==> src/rtl/controller_pkg.sv <==
// Shared types and constants for the multi-identity ENTDAA responder.
// Device word layout, reserved-address byte, FSM state encoding and parity helper.
package controller_pkg;

    localparam int unsigned DevWordW   = 64;
    localparam logic [6:0]  RsvdAddr   = 7'h7E;
    localparam logic [7:0]  RsvdByteRd = {RsvdAddr, 1'b1};

    typedef enum logic [3:0] {
        Idle,
        WaitStart,
        ReceiveRsvdByte,
        Select,
        AckRsvdByte,
        SendIdBit,
        ReceiveAddr,
        AckAddr,
        SendNack,
        Passive,
        Done
    } state_e;

    function automatic logic [DevWordW-1:0] dev_word(input logic [47:0] pid,
                                                     input logic [7:0]  bcr,
                                                     input logic [7:0]  dcr);
        return {pid, bcr, dcr};
    endfunction

    // Bit 0 carries odd parity over the 7 address bits.
    function automatic logic addr_parity_ok(input logic [7:0] b);
        return b[0] == ~^b[7:1];
    endfunction

endpackage

==> src/rtl/ccc_entdaa_multi_if.sv <==
// Bus-side handshake bundle between the ENTDAA responder and the TX/RX engines and bus monitor.
// master = responder (issues requests), slave = bus engines (report done / bus events).
interface ccc_entdaa_multi_if;
    logic [7:0] bus_rx_data_i;
    logic       bus_rx_done_i;
    logic       bus_rx_req_byte_o;
    logic       bus_tx_done_i;
    logic       bus_tx_req_bit_o;
    logic [7:0] bus_tx_req_value_o;
    logic       bus_tx_sel_od_pp_o;
    logic       bus_rstart_det_i;
    logic       bus_stop_det_i;
    logic       arbitration_lost_i;

    modport master (
        input  bus_rx_data_i, bus_rx_done_i, bus_tx_done_i,
               bus_rstart_det_i, bus_stop_det_i, arbitration_lost_i,
        output bus_rx_req_byte_o, bus_tx_req_bit_o, bus_tx_req_value_o, bus_tx_sel_od_pp_o
    );

    modport slave (
        output bus_rx_data_i, bus_rx_done_i, bus_tx_done_i,
               bus_rstart_det_i, bus_stop_det_i, arbitration_lost_i,
        input  bus_rx_req_byte_o, bus_tx_req_bit_o, bus_tx_req_value_o, bus_tx_sel_od_pp_o
    );
endinterface

==> src/rtl/daa_id_select.sv <==
// Sequential lowest-device-word scanner: one identity per cycle, index 0 first, ties keep lower index.
// done/valid/idx are combinational in the cycle that scans the last identity (NumTargets cycles after start).
module daa_id_select
    import controller_pkg::*;
#(
    parameter int unsigned NumTargets = 2,
    parameter int unsigned IdxW       = 1
) (
    input  logic                               clk_i,
    input  logic                               rst_ni,
    input  logic                               start_i,
    input  logic [NumTargets-1:0][DevWordW-1:0] word_i,
    input  logic [NumTargets-1:0]              eligible_i,
    output logic                               done_o,
    output logic                               valid_o,
    output logic [IdxW-1:0]                    idx_o
);

    localparam logic [IdxW-1:0] LastIdx = IdxW'(NumTargets - 1);

    logic                r_busy;
    logic [IdxW-1:0]     r_cnt;
    logic                r_best_vld;
    logic [IdxW-1:0]     r_best_idx;
    logic [DevWordW-1:0] r_best_word;

    logic            w_active;
    logic [IdxW-1:0] w_idx;
    logic            w_have;
    logic            w_take;

    // start_i scans index 0 in its own cycle so a new scan ignores any stale best.
    always_comb begin
        w_active = start_i | r_busy;
        w_idx    = start_i ? '0 : r_cnt;
        w_have   = start_i ? 1'b0 : r_best_vld;
        w_take   = w_active && eligible_i[w_idx] &&
                   (!w_have || (word_i[w_idx] < r_best_word));
        done_o   = w_active && (w_idx == LastIdx);
        valid_o  = w_take | w_have;
        idx_o    = w_take ? w_idx : r_best_idx;
    end

    always_ff @(posedge clk_i or negedge rst_ni) begin
        if (!rst_ni) begin
            r_busy      <= 1'b0;
            r_cnt       <= '0;
            r_best_vld  <= 1'b0;
            r_best_idx  <= '0;
            r_best_word <= '0;
        end else if (w_active) begin
            r_busy     <= !done_o;
            r_cnt      <= w_idx + 1'b1;
            r_best_vld <= valid_o;
            if (w_take) begin
                r_best_idx  <= w_idx;
                r_best_word <= word_i[w_idx];
            end
        end
    end

endmodule

==> src/rtl/ccc_entdaa_multi.sv <==
// Multi-identity ENTDAA responder: wins DAA rounds for the lowest unassigned device word, one identity per round.
// ACK request NumTargets cycles after the 0xFD byte; each bus request holds until its done and drops the cycle after.
module ccc_entdaa_multi
    import controller_pkg::*;
#(
    parameter int unsigned NumTargets = 2,
    parameter int unsigned IdxW       = (NumTargets > 1) ? $clog2(NumTargets) : 1
) (
    input  logic                          clk_i,
    input  logic                          rst_ni,
    input  logic [NumTargets-1:0][47:0]   id_i,
    input  logic [NumTargets-1:0][7:0]    bcr_i,
    input  logic [NumTargets-1:0][7:0]    dcr_i,
    input  logic [NumTargets-1:0]         enable_i,
    input  logic                          clear_assigned_i,
    input  logic                          start_daa_i,
    output logic                          done_daa_o,
    output logic [NumTargets-1:0]         assigned_o,
    output logic [6:0]                    address_o,
    output logic [IdxW-1:0]               address_idx_o,
    output logic                          address_valid_o,
    ccc_entdaa_multi_if.master            bus
);

    state_e              r_state;
    logic [NumTargets-1:0] r_assigned;
    logic [6:0]          r_cnt;
    logic [IdxW-1:0]     r_cand_idx;
    logic [DevWordW-1:0] r_word;

    state_e                             w_state_d;
    logic [NumTargets-1:0][DevWordW-1:0] w_words;
    logic                               w_sel_start;
    logic                               w_sel_done;
    logic                               w_sel_valid;
    logic [IdxW-1:0]                    w_sel_idx;
    logic                               w_latch;
    logic                               w_bit;

    always_comb begin
        for (int i = 0; i < int'(NumTargets); i++) begin
            w_words[i] = dev_word(id_i[i], bcr_i[i], dcr_i[i]);
        end
    end

    daa_id_select #(
        .NumTargets (NumTargets),
        .IdxW       (IdxW)
    ) u_select (
        .clk_i      (clk_i),
        .rst_ni     (rst_ni),
        .start_i    (w_sel_start),
        .word_i     (w_words),
        .eligible_i (enable_i & ~r_assigned),
        .done_o     (w_sel_done),
        .valid_o    (w_sel_valid),
        .idx_o      (w_sel_idx)
    );

    // r_cnt counts 64..1; the low six bits minus one wrap 64 onto bit 63.
    assign w_bit                  = r_word[r_cnt[5:0] - 6'd1];
    assign assigned_o             = r_assigned;
    assign bus.bus_tx_sel_od_pp_o = 1'b0;

    always_comb begin
        w_state_d              = r_state;
        w_sel_start            = 1'b0;
        w_latch                = 1'b0;
        bus.bus_rx_req_byte_o  = 1'b0;
        bus.bus_tx_req_bit_o   = 1'b0;
        bus.bus_tx_req_value_o = '0;
        done_daa_o             = 1'b0;
        address_valid_o        = 1'b0;
        address_o              = '0;
        address_idx_o          = '0;

        case (r_state)
            Idle: if (start_daa_i) w_state_d = WaitStart;
            WaitStart: if (bus.bus_rstart_det_i) w_state_d = ReceiveRsvdByte;
            ReceiveRsvdByte: begin
                bus.bus_rx_req_byte_o = 1'b1;
                if (bus.bus_rx_done_i) begin
                    if (bus.bus_rx_data_i == RsvdByteRd) begin
                        w_sel_start = 1'b1;
                        // A single identity finishes its scan in this same cycle.
                        if (w_sel_done) begin
                            w_latch   = w_sel_valid;
                            w_state_d = w_sel_valid ? AckRsvdByte : Passive;
                        end else begin
                            w_state_d = Select;
                        end
                    end else begin
                        w_state_d = Passive;
                    end
                end
            end
            Select: begin
                if (w_sel_done) begin
                    w_latch   = w_sel_valid;
                    w_state_d = w_sel_valid ? AckRsvdByte : Passive;
                end
            end
            AckRsvdByte: begin
                bus.bus_tx_req_bit_o = 1'b1;
                if (bus.bus_tx_done_i) w_state_d = SendIdBit;
            end
            SendIdBit: begin
                bus.bus_tx_req_bit_o   = 1'b1;
                bus.bus_tx_req_value_o = {7'b0, w_bit};
                if (bus.bus_tx_done_i) begin
                    if (bus.arbitration_lost_i) w_state_d = WaitStart;
                    else if (r_cnt == 7'd1)     w_state_d = ReceiveAddr;
                end
            end
            ReceiveAddr: begin
                bus.bus_rx_req_byte_o = 1'b1;
                if (bus.bus_rx_done_i) begin
                    if (addr_parity_ok(bus.bus_rx_data_i)) begin
                        address_valid_o = 1'b1;
                        address_o       = bus.bus_rx_data_i[7:1];
                        address_idx_o   = r_cand_idx;
                        w_state_d       = AckAddr;
                    end else begin
                        w_state_d = SendNack;
                    end
                end
            end
            AckAddr: begin
                bus.bus_tx_req_bit_o = 1'b1;
                if (bus.bus_tx_done_i) w_state_d = WaitStart;
            end
            SendNack: begin
                bus.bus_tx_req_bit_o   = 1'b1;
                bus.bus_tx_req_value_o = 8'h01;
                if (bus.bus_tx_done_i) w_state_d = WaitStart;
            end
            Passive: ;
            Done: begin
                done_daa_o = 1'b1;
                w_state_d  = Idle;
            end
            default: w_state_d = Idle;
        endcase

        // Done itself is excluded so a lingering Stop cannot produce a second pulse.
        if (bus.bus_stop_det_i && (r_state != Idle) && (r_state != Done)) w_state_d = Done;
    end

    always_ff @(posedge clk_i or negedge rst_ni) begin
        if (!rst_ni) begin
            r_state    <= Idle;
            r_assigned <= '0;
            r_cnt      <= '0;
            r_cand_idx <= '0;
            r_word     <= '0;
        end else begin
            r_state <= w_state_d;
            if (w_latch) begin
                r_cand_idx <= w_sel_idx;
                r_word     <= w_words[w_sel_idx];
            end
            if (r_state == AckRsvdByte && bus.bus_tx_done_i) begin
                r_cnt <= 7'(DevWordW);
            end else if (r_state == SendIdBit && bus.bus_tx_done_i) begin
                r_cnt <= r_cnt - 7'd1;
            end
            if (r_state == Idle && clear_assigned_i) begin
                r_assigned <= '0;
            end else if (r_state == AckAddr && bus.bus_tx_done_i && !bus.bus_stop_det_i) begin
                r_assigned[r_cand_idx] <= 1'b1;
            end
        end
    end

endmodule

==> src/flat_wrapper.sv <==
// flat-port wrapper written by rule: the top's interface ports become plain ports
module ccc_entdaa_multi_flat import controller_pkg::*;
#(
    parameter int unsigned NumTargets = 2,
    parameter int unsigned IdxW       = (NumTargets > 1) ? $clog2(NumTargets) : 1
)
  (clk_i, rst_ni, id_i, bcr_i, dcr_i, enable_i, clear_assigned_i, start_daa_i, done_daa_o, assigned_o, address_o, address_idx_o, address_valid_o, bus_bus_rx_data_i, bus_bus_rx_done_i, bus_bus_tx_done_i, bus_bus_rstart_det_i, bus_bus_stop_det_i, bus_arbitration_lost_i, bus_bus_rx_req_byte_o, bus_bus_tx_req_bit_o, bus_bus_tx_req_value_o, bus_bus_tx_sel_od_pp_o);
  ccc_entdaa_multi_if bus_i ();
  input  logic clk_i;
  input  logic rst_ni;
  input  logic [NumTargets-1:0][47:0] id_i;
  input  logic [NumTargets-1:0][7:0] bcr_i;
  input  logic [NumTargets-1:0][7:0] dcr_i;
  input  logic [NumTargets-1:0] enable_i;
  input  logic clear_assigned_i;
  input  logic start_daa_i;
  output logic done_daa_o;
  output logic [NumTargets-1:0] assigned_o;
  output logic [6:0] address_o;
  output logic [IdxW-1:0] address_idx_o;
  output logic address_valid_o;
  input wire logic [$bits(bus_i.bus_rx_data_i)-1:0] bus_bus_rx_data_i;
  input wire logic [$bits(bus_i.bus_rx_done_i)-1:0] bus_bus_rx_done_i;
  input wire logic [$bits(bus_i.bus_tx_done_i)-1:0] bus_bus_tx_done_i;
  input wire logic [$bits(bus_i.bus_rstart_det_i)-1:0] bus_bus_rstart_det_i;
  input wire logic [$bits(bus_i.bus_stop_det_i)-1:0] bus_bus_stop_det_i;
  input wire logic [$bits(bus_i.arbitration_lost_i)-1:0] bus_arbitration_lost_i;
  output wire logic [$bits(bus_i.bus_rx_req_byte_o)-1:0] bus_bus_rx_req_byte_o;
  output wire logic [$bits(bus_i.bus_tx_req_bit_o)-1:0] bus_bus_tx_req_bit_o;
  output wire logic [$bits(bus_i.bus_tx_req_value_o)-1:0] bus_bus_tx_req_value_o;
  output wire logic [$bits(bus_i.bus_tx_sel_od_pp_o)-1:0] bus_bus_tx_sel_od_pp_o;
  assign bus_i.bus_rx_data_i = bus_bus_rx_data_i;
  assign bus_i.bus_rx_done_i = bus_bus_rx_done_i;
  assign bus_i.bus_tx_done_i = bus_bus_tx_done_i;
  assign bus_i.bus_rstart_det_i = bus_bus_rstart_det_i;
  assign bus_i.bus_stop_det_i = bus_bus_stop_det_i;
  assign bus_i.arbitration_lost_i = bus_arbitration_lost_i;
  assign bus_bus_rx_req_byte_o = bus_i.bus_rx_req_byte_o;
  assign bus_bus_tx_req_bit_o = bus_i.bus_tx_req_bit_o;
  assign bus_bus_tx_req_value_o = bus_i.bus_tx_req_value_o;
  assign bus_bus_tx_sel_od_pp_o = bus_i.bus_tx_sel_od_pp_o;
  ccc_entdaa_multi #(.NumTargets(NumTargets), .IdxW(IdxW)) u_core (.clk_i(clk_i), .rst_ni(rst_ni), .id_i(id_i), .bcr_i(bcr_i), .dcr_i(dcr_i), .enable_i(enable_i), .clear_assigned_i(clear_assigned_i), .start_daa_i(start_daa_i), .done_daa_o(done_daa_o), .assigned_o(assigned_o), .address_o(address_o), .address_idx_o(address_idx_o), .address_valid_o(address_valid_o), .bus(bus_i));
endmodule
==> config.mk <==
export PLATFORM = sky130hd
export DESIGN_NAME = ccc_entdaa_multi_flat
export DESIGN_NICKNAME = d
export VERILOG_FILES = /design/src/rtl/controller_pkg.sv /design/src/rtl/ccc_entdaa_multi_if.sv /design/src/rtl/daa_id_select.sv /design/src/rtl/ccc_entdaa_multi.sv /design/src/flat_wrapper.sv
export SDC_FILE = /design/constraint.sdc
export NUM_CORES = 1
export LEC_CHECK = 0
export BUFFER_PORTS_ARGS = -buffer_cell sky130_fd_sc_hd__buf_2
export CORE_ASPECT_RATIO = 0.75
export CORE_MARGIN = 2
export CORE_UTILIZATION = 39
export DETAILED_ROUTE_END_ITERATION = 10
export HOLD_SLACK_MARGIN = 0.02
export SYNTH_ARGS = -nofsm -noshare
export SYNTH_HDL_FRONTEND = slang
export SYNTH_SLANG_ARGS = --single-unit
==> constraint.sdc <==
create_clock -name clk_i -period 12.8 [get_ports clk_i]
set_input_delay 1.28 -clock clk_i [delete_from_list [all_inputs] [get_ports clk_i]]
set_output_delay 1.28 -clock clk_i [all_outputs]
set_load 0.03 [all_outputs]
==> run metrics <==
total power 1.69 mW; Yosys reg bits 146; slowest CP cell a21oi_4; clock slew at reported path FFs 60 ps; final period utilization 0.483; Multi-input gate area 5580 µm²; adder-cell share of the synthesized area 0.0824; htree depth 4; Root Buffer clkbuf_16; Arr. time, crit path 6500 ps; Stages on worst setup path 17; per-cell routed wire length 17.9 µm; via count 8,822; Post-CTS Repair Setup Buffers 0; RSZ-0062 raised after global routing false; Clock Skew 10.6 ps; worst-skew pair later-pin latency 430 ps; max cap viols 0; Simple-Gate Fraction of Synth Area 0.217; Die Wd 188 µm; PD cells 148 nW/µm²; Clock Path Buffers 2; Seq/Total Area, Yosys 0.370; XOR/XNOR share of the synthesized area 0.00976; filler instances 2,446; Max VDD drop 98.3 µV; Placement Cell Area 10,900 µm²; IO Port Bufs 161; final setup TNS 0 ps; r2r setup slk 6700 ps; critical path's top delay family compound AO/OA/AOI/OAI gates; syn_area_per_cell 8.59 µm²; most common cell in the netlist nand2_1; Warnings, synthesis 0; Slew Viols, Final 0; fin crit period 6190 ps; reg-to-reg endpoint u_core.u_select.r_best_word[12]$_DFFE_PN0P_; Crit. Startpoint bus_bus_rx_data_i[1]; first-pass GRT wire length 46,200 µm; ratio of cells with drive above 1 in the final layout 0.199; Relative slew margins 0.232; required time worst endpoint 13,110 ps; final hold slack 488 ps; critical-path cell list buf_2 > and4b_1 > nand4_2 > nand2_2 > buf_4 > nand2_1 > nand2_1 > ha_1 > nand4_1 > nor2_1 > nand4_1 > a2111o_1 > a41oi_1 > o211ai_1 > a21oi_4 > buf_4 > mux2_2; vias in the first global route 8,367; cts hold-fix bufs 0; DRT antenna net count 0; Post-Syn Instances 1,150; leading area contributor after synthesis dfrtp_1; worst slack at placement 6180 ps; top layer in use met4; initial core utilization 0.397; Worst Path Buf+Inv 3; die area 26,600 µm²; largest family of logic cells by synthesized area simple AND/OR/NAND/NOR gates; Post-synth EDFFs 0; CTS Buf Count 17; drt initial violations 661; cts repair resizes 0; pin count of the biggest net entering global routing 78; crit path kind in2reg; Worst Path Max Fanout 64; critical path startpoint category primary input; core footprint 24,900 µm²; drt total wl 29,100 µm; iteration count of the initial detailed-routing pass 5; Vias/cell 5.43; Layout Nets 1,483; Area Overhead vs Synth 15.8%; most frequent cells after synthesis 289 x nand2_1, 146 x dfrtp_1, 77 x inv_1; die height 142 µm; Most used DFF post-synth dfrtp_1; TritonCTS clock tree built; crit end category flop; ys async rst share 1.00; Ports 170; routed length on met2 12,400 µm; crit path to u_core.u_select.r_best_word[12]$_DFFE_PN0P_; register area 3650 µm²; Leakage Power 5.53 nW; Congestion Overflow GR 0; Reg2Reg Launch Point u_core.r_state[1]$_DFFE_PN0P_; Slew @ Worst Pin 1150 ps; Total Routing Usage GR 0.222; std cell rows 50; DRC violations left 0; status finished, final reports clean; met3 WL 2090 µm; compound-gate portion of the synthesized area 0.125; fin area 11,400 µm²; final setup fails 0; fmax 162 MHz; top area cells in the synthesized netlist dfrtp_1 37%, nand2_1 11%, ha_1 8.2%; CTS Sinks 146; final count of hold timing violations 0; FF-to-FF path depth 16; post-synth cell types 58; Post-Route M1 WL 14,200 µm; multiplexer share of the synthesized area 0.123; Crit path largest cell delay 740 ps; initial antenna violation count 1; synthesized area 9870 µm²; final worst slack 6610 ps; Yosys top cell area share 0.370; Final Wtd Congestion 0.845; post-DP HPWL 19,800 µm; class of the worst hold path reg2reg
flip-flops by register name, indices dropped and copies added (netlist names):
name and count:
u_core.u_select.r_best_idx 1, u_core.u_select.r_best_word 64, u_core.r_cnt 7, u_core.u_select.r_best_vld 1, u_core.u_select.r_busy 1, u_core.r_word 64, u_core.assigned_o 2, u_core.r_state 4
u_core.r_cand_idx 1, u_core.u_select.r_cnt 1
layer usage:
layer  up-vias  track usage
li1       4249            -
met1      4218        0.328
met2       331        0.338
met3        24       0.0386
met4         0       0.0530
met5         -            0
how the worst min path moves through the flow:
stage / startpoint / end / slack, ps / depth (start not counted)
2_1_floorplan: u_core.r_word[13]$_DFFE_PN0P_ / u_core.r_word[13]$_DFFE_PN0P_ / 460 / 2
3_3_place_gp: u_core.u_select.r_best_word[51]$_DFFE_PN0P_ / u_core.u_select.r_best_word[51]$_DFFE_PN0P_ / 470 / 1
3_5_place_dp: u_core.u_select.r_best_word[54]$_DFFE_PN0P_ / u_core.u_select.r_best_word[54]$_DFFE_PN0P_ / 480 / 1
4_1_cts: u_core.u_select.r_best_word[57]$_DFFE_PN0P_ / u_core.u_select.r_best_word[57]$_DFFE_PN0P_ / 490 / 1
5_1_grt: u_core.u_select.r_best_word[2]$_DFFE_PN0P_ / u_core.u_select.r_best_word[2]$_DFFE_PN0P_ / 500 / 1
6_report: u_core.u_select.r_best_word[4]$_DFFE_PN0P_ / u_core.u_select.r_best_word[4]$_DFFE_PN0P_ / 490 / 1
through the flow:
step                utilization  instances
detailed placement        0.436       1590
global placement          0.436       1590
global route              0.459       1623
CTS                       0.459       1622
finish                    0.459       1624
floorplan                     -       1157
where the power goes:
part | switching, mW | leakage, nW | internal (mW)
clock network | 0.196 | 0.284 | 0.298
registers | 0.0419 | 1.84 | 0.504
logic | 0.419 | 3.40 | 0.236
cell usage in the layout (no fill, tap or decap), types with 8 or more instances in the layout:
| master | count |
|---|---|
| nand2_1 | 288 |
| buf_2 | 160 |
| dfrtp_1 | 146 |
| inv_1 | 77 |
| ha_1 | 65 |
| o21ai_0 | 61 |
| nor2_1 | 57 |
| nand4_1 | 51 |
| mux2_1 | 43 |
| nand3_1 | 37 |
| o211ai_1 | 37 |
| a31oi_1 | 33 |
| a21oi_1 | 31 |
| mux2_2 | 24 |
| clkbuf_16 | 17 |
| mux4_2 | 16 |
| buf_4 | 13 |
| and2_1 | 10 |
| mux2i_1 | 10 |
| xnor2_1 | 9 |
| nor3_1 | 8 |
| conb_1 | 8 |
cell type report:
type / instances / area share
Antenna cell: 2 / 0.000438
Clock inverter: 4 / 0.00394
Multi-Input combinational cell: 855 / 0.488
Tap cell: 338 / 0.0370
Timing Repair Buffer: 174 / 0.0795
Clock buffer: 28 / 0.0461
Sequential cell: 146 / 0.320
Inverter: 77 / 0.0253
kinds of logic after synthesis:
logic type      Yosys count
simple gates            483
compound gates          195
buf+inv                 156
flops                   146
mux                      93
fa+ha+maj                65
xor+xnor                 11
other cells               1
No activity file was read; power rests on OpenSTA's default activity.
